File: config.mk
export PLATFORM = sky130hd
export DESIGN_NAME = nmi_xbar_dec
export DESIGN_NICKNAME = d
export VERILOG_FILES = /design/src/rtl/nmi_xbar_pkg.sv /design/src/rtl/nmi_addr_dec.sv /design/src/rtl/nmi_xbar_dec.sv
export SDC_FILE = /design/constraint.sdc
export NUM_CORES = 1
export LEC_CHECK = 0
export ABC_AREA = 1
export CAP_MARGIN = 30
export CORE_AREA = 2 2 173 175
export DETAILED_ROUTE_END_ITERATION = 12
export DIE_AREA = 0 0 175 177
export PLACE_DENSITY_LB_ADDON = 0.12
export SLEW_MARGIN = 20
export SYNTH_ARGS = -nofsm -noshare
export SYNTH_HDL_FRONTEND = slang
export SYNTH_SLANG_ARGS = --single-unit
File: constraint.sdc
create_clock -name clk_i -period 5.05 [get_ports clk_i]
set_clock_uncertainty 0.15 [all_clocks]
set_input_delay 0.7575 -clock clk_i [delete_from_list [all_inputs] [get_ports clk_i]]
set_output_delay 0.7575 -clock clk_i [all_outputs]
set_load 0.005 [all_outputs]
File: src/rtl/nmi_xbar_pkg.sv
// Shared types and default region map for the 1-master to N-slave NMI decoder.
// The default table targets the peripheral subsystem memory map.
package nmi_xbar_pkg;

    typedef enum logic [1:0] {
        IDLE    = 2'd0,
        BUSY    = 2'd1,
        ERR_RSP = 2'd2
    } state_e;

    typedef enum logic {
        CAUSE_UNMAPPED = 1'b0,
        CAUSE_TIMEOUT  = 1'b1
    } err_cause_e;

    localparam int DEF_SLV_NUM = 7;
    localparam int DEF_RGN_NUM = 9;
    localparam int DEF_TIMEOUT_CYC = 1024;
    localparam logic [31:0] DEF_ERR_RDATA = 32'hDEAD_BEEF;

    // Listed highest region first: element [0] is the rightmost entry.
    localparam logic [DEF_RGN_NUM-1:0][31:0] DEF_RGN_BASE = {
        32'h1000_6000, 32'h5000_0000, 32'h1000_5000, 32'h4000_0000, 32'h1000_4000,
        32'h1000_3000, 32'h1000_2000, 32'h1000_1000, 32'h1000_0000
    };

    localparam logic [DEF_RGN_NUM-1:0][31:0] DEF_RGN_MASK = {
        32'hFF00_FF00, 32'hFF00_0000, 32'hFF00_FF00, 32'hFF00_0000, 32'hFF00_FF00,
        32'hFF00_FF00, 32'hFF00_FF00, 32'hFF00_FF00, 32'hFF00_FF00
    };

    localparam logic [DEF_RGN_NUM-1:0][7:0] DEF_RGN_SLV = {
        8'd6, 8'd5, 8'd5, 8'd4, 8'd4, 8'd3, 8'd2, 8'd1, 8'd0
    };

    function automatic int idx_width(input int n);
        return (n > 1) ? $clog2(n) : 1;
    endfunction

endpackage

File: src/rtl/nmi_addr_dec.sv
// Combinational region match with lowest-index priority; returns {hit, slave index}.
// Kept standalone so a later multi-master arbiter can reuse it per master.
module nmi_addr_dec
    import nmi_xbar_pkg::*;
#(
    parameter int                           RGN_NUM  = DEF_RGN_NUM,
    parameter int                           IDX_W    = 3,
    parameter logic [RGN_NUM-1:0][31:0]     RGN_BASE = DEF_RGN_BASE,
    parameter logic [RGN_NUM-1:0][31:0]     RGN_MASK = DEF_RGN_MASK,
    parameter logic [RGN_NUM-1:0][7:0]      RGN_SLV  = DEF_RGN_SLV
) (
    input  logic [31:0]      addr_i,
    output logic             hit_o,
    output logic [IDX_W-1:0] slv_idx_o
);

    // Scanning downwards lets the lowest matching region overwrite the rest.
    always_comb begin
        hit_o     = 1'b0;
        slv_idx_o = '0;
        for (int r = RGN_NUM - 1; r >= 0; r--) begin
            if (((addr_i ^ RGN_BASE[r]) & RGN_MASK[r]) == 32'd0) begin
                hit_o     = 1'b1;
                slv_idx_o = RGN_SLV[r][IDX_W-1:0];
            end
        end
    end

endmodule

File: src/rtl/nmi_xbar_dec.sv
// 1-master to N-slave NMI decoder with registered slave select, error response
// for unmapped addresses, per-access timeout and captured error address.
module nmi_xbar_dec
    import nmi_xbar_pkg::*;
#(
    parameter int                       SLV_NUM     = DEF_SLV_NUM,
    parameter int                       RGN_NUM     = DEF_RGN_NUM,
    parameter logic [RGN_NUM-1:0][31:0] RGN_BASE    = DEF_RGN_BASE,
    parameter logic [RGN_NUM-1:0][31:0] RGN_MASK    = DEF_RGN_MASK,
    parameter logic [RGN_NUM-1:0][7:0]  RGN_SLV     = DEF_RGN_SLV,
    parameter int                       TIMEOUT_CYC = DEF_TIMEOUT_CYC,
    parameter logic [31:0]              ERR_RDATA   = DEF_ERR_RDATA
) (
    input  logic                    clk_i,
    input  logic                    rst_n_i,
    input  logic                    mst_valid_i,
    input  logic [31:0]             mst_addr_i,
    input  logic [31:0]             mst_wdata_i,
    input  logic [3:0]              mst_wstrb_i,
    output logic [31:0]             mst_rdata_o,
    output logic                    mst_ready_o,
    output logic [SLV_NUM-1:0]      slv_valid_o,
    output logic [31:0]             slv_addr_o,
    output logic [31:0]             slv_wdata_o,
    output logic [3:0]              slv_wstrb_o,
    input  logic [SLV_NUM*32-1:0]   slv_rdata_i,
    input  logic [SLV_NUM-1:0]      slv_ready_i,
    output logic                    err_o,
    output logic [31:0]             err_addr_o,
    output logic                    err_cause_o,
    output logic [1:0]              dbg_state_o
);

    localparam int IDX_W = idx_width(SLV_NUM);
    localparam int CNT_W = (TIMEOUT_CYC > 0) ? $clog2(TIMEOUT_CYC + 1) : 1;
    localparam logic [CNT_W-1:0] CNT_LAST = CNT_W'((TIMEOUT_CYC > 0) ? TIMEOUT_CYC - 1 : 0);
    localparam logic [CNT_W-1:0] CNT_SAT  = '1;

    state_e           state_q, state_d;
    logic [IDX_W-1:0] sel_q, sel_d;
    logic [CNT_W-1:0] cnt_q, cnt_d;
    logic [31:0]      err_addr_q, err_addr_d;
    err_cause_e       err_cause_q, err_cause_d;

    logic             dec_hit;
    logic [IDX_W-1:0] dec_idx;
    logic             sel_ready;
    logic [31:0]      sel_rdata;

    nmi_addr_dec #(
        .RGN_NUM  (RGN_NUM),
        .IDX_W    (IDX_W),
        .RGN_BASE (RGN_BASE),
        .RGN_MASK (RGN_MASK),
        .RGN_SLV  (RGN_SLV)
    ) u_addr_dec (
        .addr_i    (mst_addr_i),
        .hit_o     (dec_hit),
        .slv_idx_o (dec_idx)
    );

    // Request is a broadcast; only the selected slave sees valid.
    assign slv_addr_o  = mst_addr_i;
    assign slv_wdata_o = mst_wdata_i;
    assign slv_wstrb_o = mst_wstrb_i;
    assign err_addr_o  = err_addr_q;
    assign err_cause_o = err_cause_q;
    assign dbg_state_o = state_q;

    always_comb begin
        sel_ready = 1'b0;
        sel_rdata = '0;
        for (int k = 0; k < SLV_NUM; k++) begin
            if (sel_q == IDX_W'(k)) begin
                sel_ready = slv_ready_i[k];
                sel_rdata = slv_rdata_i[32*k +: 32];
            end
        end
    end

    always_comb begin
        state_d     = state_q;
        sel_d       = sel_q;
        cnt_d       = cnt_q;
        err_addr_d  = err_addr_q;
        err_cause_d = err_cause_q;
        slv_valid_o = '0;
        mst_ready_o = 1'b0;
        mst_rdata_o = '0;
        err_o       = 1'b0;
        case (state_q)
            IDLE: begin
                if (mst_valid_i) begin
                    if (dec_hit) begin
                        sel_d   = dec_idx;
                        cnt_d   = '0;
                        state_d = BUSY;
                    end else begin
                        err_addr_d  = mst_addr_i;
                        err_cause_d = CAUSE_UNMAPPED;
                        state_d     = ERR_RSP;
                    end
                end
            end
            BUSY: begin
                for (int k = 0; k < SLV_NUM; k++) begin
                    slv_valid_o[k] = (sel_q == IDX_W'(k));
                end
                // A ready on the final timeout cycle still completes normally.
                if (sel_ready) begin
                    mst_ready_o = 1'b1;
                    mst_rdata_o = sel_rdata;
                    state_d     = IDLE;
                end else begin
                    if ((TIMEOUT_CYC != 0) && (cnt_q == CNT_LAST)) begin
                        err_addr_d  = mst_addr_i;
                        err_cause_d = CAUSE_TIMEOUT;
                        state_d     = ERR_RSP;
                    end
                    if (cnt_q != CNT_SAT) begin
                        cnt_d = cnt_q + 1'b1;
                    end
                end
            end
            ERR_RSP: begin
                mst_ready_o = 1'b1;
                mst_rdata_o = ERR_RDATA;
                err_o       = 1'b1;
                state_d     = IDLE;
            end
            default: state_d = IDLE;
        endcase
    end

    always_ff @(posedge clk_i or negedge rst_n_i) begin
        if (!rst_n_i) begin
            state_q     <= IDLE;
            sel_q       <= '0;
            cnt_q       <= '0;
            err_addr_q  <= '0;
            err_cause_q <= CAUSE_UNMAPPED;
        end else begin
            state_q     <= state_d;
            sel_q       <= sel_d;
            cnt_q       <= cnt_d;
            err_addr_q  <= err_addr_d;
            err_cause_q <= err_cause_d;
        end
    end

endmodule

==> results of run 1 <==
-- cells in the mapped netlist (all sizes together) --
library cell  count  area share
o21ai            63       0.064
inv              30       0.023
nand3b            1      0.0015
buf              98        0.14
ha                4       0.010
clkbuf           22       0.017
nor3              7       0.010
dfrtp            49        0.25
nor4              5      0.0063
xor2              2      0.0035
xnor2             2      0.0035
a31oi             2      0.0025
nand3            92       0.096
a211oi            1      0.0015
nand2           259        0.20
a21oi            38       0.038
and2              1      0.0013
o21bai            1      0.0038
nor2             53       0.044
nand4            71       0.090
o21a              1      0.0015
-- kinds of logic after synthesis --
group,synth area share
AO/OA/AOI/OAI,0.1114
XOR/XNOR,0.007077
adder cells (fa/ha/maj),0.01011
buffers and inverters,0.1777
flip-flops,0.2477
AND/OR/NAND/NOR,0.4460
-- through the flow --
step	cell area (um^2)	std cells	util	setup slack [ns]	hold WS (ns)
floorplan	4951	802	-	2.577	0.3119
global placement	8501	1455	0.2907	1.068	0.3024
detailed placement	8528	1456	0.2916	1.086	0.3082
CTS	8705	1464	0.2977	0.7542	0.3255
global route	8717	1469	0.2981	0.5233	0.3457
finish	8717	1469	0.2981	0.8384	0.3212
-- area by class of cell --
cell class              count  area, um^2
repair buffers            384        3844
flip-flops and latches     49        1226
fillers                  3248       20530
diodes                      5       12.51
inverters                  30       112.6
clock inverters             2       37.54
clock buffers               6       138.9
multi-input cells         603        2858
well taps                 390       488.0
-- registers in the layout, indices dropped and copies added, names as in the netlist --
signal and cells:
cnt_q 11, dbg_state_o 2, err_addr_o 32, err_cause_o 1
sel_q 3
-- report_power, final --
group	internal, mW	switching (mW)	total [mW]
sequential	0.524	0.0698	0.594
clock	0.248	0.158	0.405
combinational	0.754	0.567	1.32
total	1.53	0.795	2.32
-- worst max-delay path, cell delays in order, from the launching register on --
cell             delay (ns)
dfrtp_1                0.60
inv_2                  0.10
nor2_1                 0.20
nand2_1                0.10
inv_1                  0.52
buf_4                  0.33
nand2_1                0.08
nand4_1                0.10
a21oi_1                0.05
nand3_1                0.07
o21ai_0                0.12
o21ai_0                0.18
clkdlybuf4s50_1        0.53
-- layer usage --
layer	part of all wire	vias up	wire length, um
met4	0.021	2	573
met5	0.00058	-	16
li1	-	3183	-
met1	0.40	2866	10980
met2	0.50	287	13740
met3	0.079	29	2170
-- worst min path at each step --
stage	slack (ns)	end
after floorplan	0.31	cnt_q[0]
after global placement	0.30	err_addr_o[30]
after detailed placement	0.31	err_addr_o[11]
after CTS	0.33	err_addr_o[11]
after global routing	0.35	err_addr_o[22]
final	0.32	err_addr_o[11]
==> flow_metrics.tcl, run 1 <==
set metrics [dict create \
    cts-root-buf "clkbuf_16" \
    syn-cell-area_mm2 0.004951 \
    clkTransAtPathRegs_ns 0.07 \
    reg2reg_to "err_addr_o[7]" \
    dp_hpwl_um 21660 \
    drt_first_pass_iters 4 \
    worst_slew_pin_slew_ns 0.8136 \
    use_met2 0.2964 \
    rrSetupSlack_ns 1.67 \
    gr-usage-met3 0.04338 \
    globalRouteOverflowTotal 0 \
    reg2reg_depth 10 \
    power_density_mw_per_mm2 266.3 \
    grt_max_degree 50 \
    cts_buffers 5 \
    layout_commonest_cell "clkdlybuf4s50_1" \
    port_buffers 373 \
    setup_viol 0 \
    maxCapViolations 0 \
    postCtsSetupBuffers 0 \
    clk_latency_ns 0.29 \
    hp-start "err_addr_o[11]" \
    timing.critical_path.from "sel_q[1]" \
    grt_most_used_layer "met2" \
    die_w_um 175 \
    yosysWarnings 0 \
    power.total_mw 2.321 \
    area_growth_syn_to_layout_pct 76.07 \
    nNetsFinal 1379 \
    grt_use_total 0.1692 \
    cp_max_fo 19 \
    vias 6367 \
    drtIter0Drc 316 \
    grt_pass1_vias 6320 \
    grtUsageMet1 0.2037 \
    cts_tree "built" \
    gp_congestion 0.8521 \
    cts_hold_repair.buffers 0 \
    antenna_found_initial 6 \
    syn_inst 802 \
    synth_nets 1108 \
    routed_via_density 4.334 \
    hold_violations 0 \
    syn_avg_cell_area_um2 6.173 \
    fmax_ghz 0.2374 \
    peakVddDrop_mv 0.1558 \
    yosysSeqAreaShare 0.2477 \
    rr_startpoint "sel_q[2]" \
    cp-start-kind "flop" \
    cp_data_arrival_time_ns 3.30 \
    post_drt_wl_per_cell_um 18.71 \
    hold_depth 2 \
    tns_ns 0 \
    rows 63 \
    grt_pass1_wl_um 40060 \
    slew_headroom 0.4563 \
    dieArea_mm2 0.03098 \
    min_period_ns 4.212 \
    wirelength_um 27480 \
    synth.distinct_cells 32 \
    crit_type "reg -> out" \
    worstHoldPathType "reg -> reg" \
    h-tree-depth 2 \
    endpoint_kind "output port" \
    die_y_um 177 \
    required_ns 4.14 \
    critical_path.endpoint "mst_rdata_o[13]" \
    core_area_mm2 0.02924 \
    rsz0062_at_grt "no" \
    fin_crit_sh 0.8340 \
    start_util 0.1693 \
    clockBufferDepth 2 \
    maxSlewViolCount 0 \
    ioPinCount 446 \
    synth-seq-cells 49 \
    layout-drive-gt1-share 0.03352 \
    final_cell_mix "372 x clkdlybuf4s50_1, 256 x nand2_1, 91 x nand3_1" \
    clock-sinks 49 \
    antenna_left 0 \
    ctsResizeCount 0 \
    p_leak_nw 3.485 \
    status "finished clean" \
    drc 0 \
]
Note: power is estimated with default switching activity, not from simulation.
==> inputs of run 2 (changes only) <==
--- a/config.mk
+++ b/config.mk
@@ -7,9 +7,9 @@
 export LEC_CHECK = 0
 export ABC_AREA = 1
 export CAP_MARGIN = 30
-export CORE_AREA = 2 2 173 175
+export CORE_AREA = 2 2 176 178
 export DETAILED_ROUTE_END_ITERATION = 12
-export DIE_AREA = 0 0 175 177
+export DIE_AREA = 0 0 178 180
 export PLACE_DENSITY_LB_ADDON = 0.12
 export SLEW_MARGIN = 20
 export SYNTH_ARGS = -nofsm -noshare
==> constraint.sdc (replaced) <==
create_clock -name clk_i -period 4.25 [get_ports clk_i]
set_clock_uncertainty 0.15 [all_clocks]
set_input_delay 0.6375 -clock clk_i [delete_from_list [all_inputs] [get_ports clk_i]]
set_output_delay 0.6375 -clock clk_i [all_outputs]
set_load 0.005 [all_outputs]
==> flow_metrics.tcl, run 2 (synthesis gave the netlist of run 1 again) <==
set metrics [dict create \
    h-tree-depth 2 \
    dieArea_mm2 0.03204 \
    num-fill-cells 3340 \
    cp_data_arrival_time_ns 3.02 \
    multi_input_area_mm2 0.002858 \
    routed_via_density 4.308 \
    required_ns 3.46 \
    fin_crit_sh 0.8952 \
    layout-drive-gt1-share 0.03981 \
    p_leak_nw 3.495 \
    cts_buffers 5 \
    port_buffers 373 \
    grt_pass1_vias 6338 \
    start_util 0.1640 \
    clk_latency_ns 0.29 \
    core_area_mm2 0.03019 \
    postCtsSetupBuffers 0 \
    drc 0 \
    utilization 0.2893 \
    maxSlewViolCount 0 \
    grt_pass1_wl_um 40090 \
    crit_type "reg -> out" \
    gr-usage-met3 0.03828 \
    cp_max_fo 18 \
    grt_use_total 0.1640 \
    dp_hpwl_um 21290 \
    min_period_ns 3.804 \
    cts-root-buf "clkbuf_16" \
    hold_violations 0 \
    grt_most_used_layer "met2" \
    die_y_um 180 \
    rsz0062_at_grt "no" \
    setup_viol 0 \
    slew_headroom 0.4208 \
    maxCapViolations 0 \
    area_growth_syn_to_layout_pct 76.42 \
    layout_commonest_cell "clkdlybuf4s50_1" \
    globalRouteOverflowTotal 0 \
    clkTransAtPathRegs_ns 0.08 \
    drtIter0Drc 274 \
    ctsResizeCount 0 \
    worst_slew_pin_slew_ns 0.8668 \
    switching_power_mw 0.9537 \
    power_density_mw_per_mm2 310.8 \
    clockBufferDepth 2 \
    peakVddDrop_mv 0.1826 \
    post_drt_wl_per_cell_um 18.67 \
    power.total_mw 2.715 \
    final_cell_mix "372 x clkdlybuf4s50_1, 256 x nand2_1, 91 x nand3_1" \
    status "finished clean" \
    antenna_left 0 \
    grtUsageMet1 0.1945 \
    vias 6367 \
    seqPwrFrac 0.260 \
    ioPinCount 446 \
    reg2reg_depth 9 \
    wirelength_um 27590 \
    place_area_mm2 0.008573 \
    post-route-cell-area_mm2 0.008735 \
    rows 64 \
    cp-start-kind "flop" \
    swShare 0.3513 \
    largest_reg_flops 32 \
    endpoint_kind "output port" \
    gp_congestion 0.8041 \
    nNetsFinal 1385 \
    use_met2 0.2983 \
    cts_tree "built" \
    cts_hold_repair.buffers 0 \
    clockPowerShare 0.157 \
    worstHoldPathType "in -> async" \
    seqCellArea_mm2 0.001226 \
    clock-sinks 49 \
    grt_max_degree 47 \
    drt_first_pass_iters 4 \
    intPower_mw 1.761 \
    fmax_ghz 0.2628 \
    die_w_um 178 \
    tns_ns 0 \
    hold_slack_ns 0.2578 \
    antenna_found_initial 2 \
    pwr-share-comb 0.583 \
]
[run 2: per-stage QoR]
stage | std cells | setup WS, ns
6_report | 1478 | 0.4455
4_1_cts | 1476 | 0.3163
5_1_grt | 1477 | 0.1543
3_3_place_gp | 1468 | 0.6959
3_5_place_dp | 1468 | 0.6472
2_1_floorplan | 802 | 1.900
[run 2: per-layer routing]
layer,vias to the layer above,wire length (um)
met5,-,0
met4,0,375
met3,17,2119
met2,260,13930
met1,2898,11160
li1,3192,-
[run 2: critical path, stage by stage (launching register included)]
cell	delay, ns
dfrtp_1	0.61
inv_2	0.10
nor2_1	0.20
nand2_2	0.16
inv_1	0.11
buf_4	0.26
nand2_1	0.16
nand4_1	0.14
a21oi_1	0.05
nand3_1	0.08
o21ai_0	0.13
o21ai_0	0.18
clkdlybuf4s50_1	0.53
[run 2: cell type report]
class / count / area share
Timing Repair Buffer: 390 / 0.4443
Multi-Input combinational cell: 603 / 0.3272
Sequential cell: 49 / 0.1404
Tap cell: 396 / 0.05673
Clock buffer: 6 / 0.01590
Inverter: 30 / 0.01332
Clock inverter: 2 / 0.001576
Antenna cell: 2 / 0.0005730
[run 2: power by group through the flow]
stage	Sequential (mW)	Combinational, mW	Clock (mW)
floorplan	0.723	0.627	0
global placement	0.710	1.62	0
detailed placement	0.713	1.61	0
CTS	0.708	1.62	0.439
global route	0.726	1.75	0.463
finish	0.706	1.58	0.425
[run 2: worst paths after layout]
path / start / end / slack, ns
worst max-delay path: sel_q[1] / mst_rdata_o[10] / 0.45
worst min-delay path: rst_n_i / err_addr_o[31] / 0.26
worst max register to register: cnt_q[0] / dbg_state_o[1] / 1.54
worst min register to register: err_addr_o[5] / err_addr_o[5] / 0.32
max in group asynchronous: rst_n_i / err_addr_o[8] / 2.91
min in group clk_i: err_addr_o[5] / err_addr_o[5] / 0.32
==> inputs of run 3 (changes only) <==
--- a/config.mk
+++ b/config.mk
@@ -8,6 +8,7 @@
 export ABC_AREA = 1
 export CAP_MARGIN = 30
 export CORE_AREA = 2 2 176 178
+export CTS_CLUSTER_SIZE = 24
 export DETAILED_ROUTE_END_ITERATION = 12
 export DIE_AREA = 0 0 178 180
 export PLACE_DENSITY_LB_ADDON = 0.12
==> results of run 3 <==
The final DEF is identical to that of run 2; final timing and power are the same.
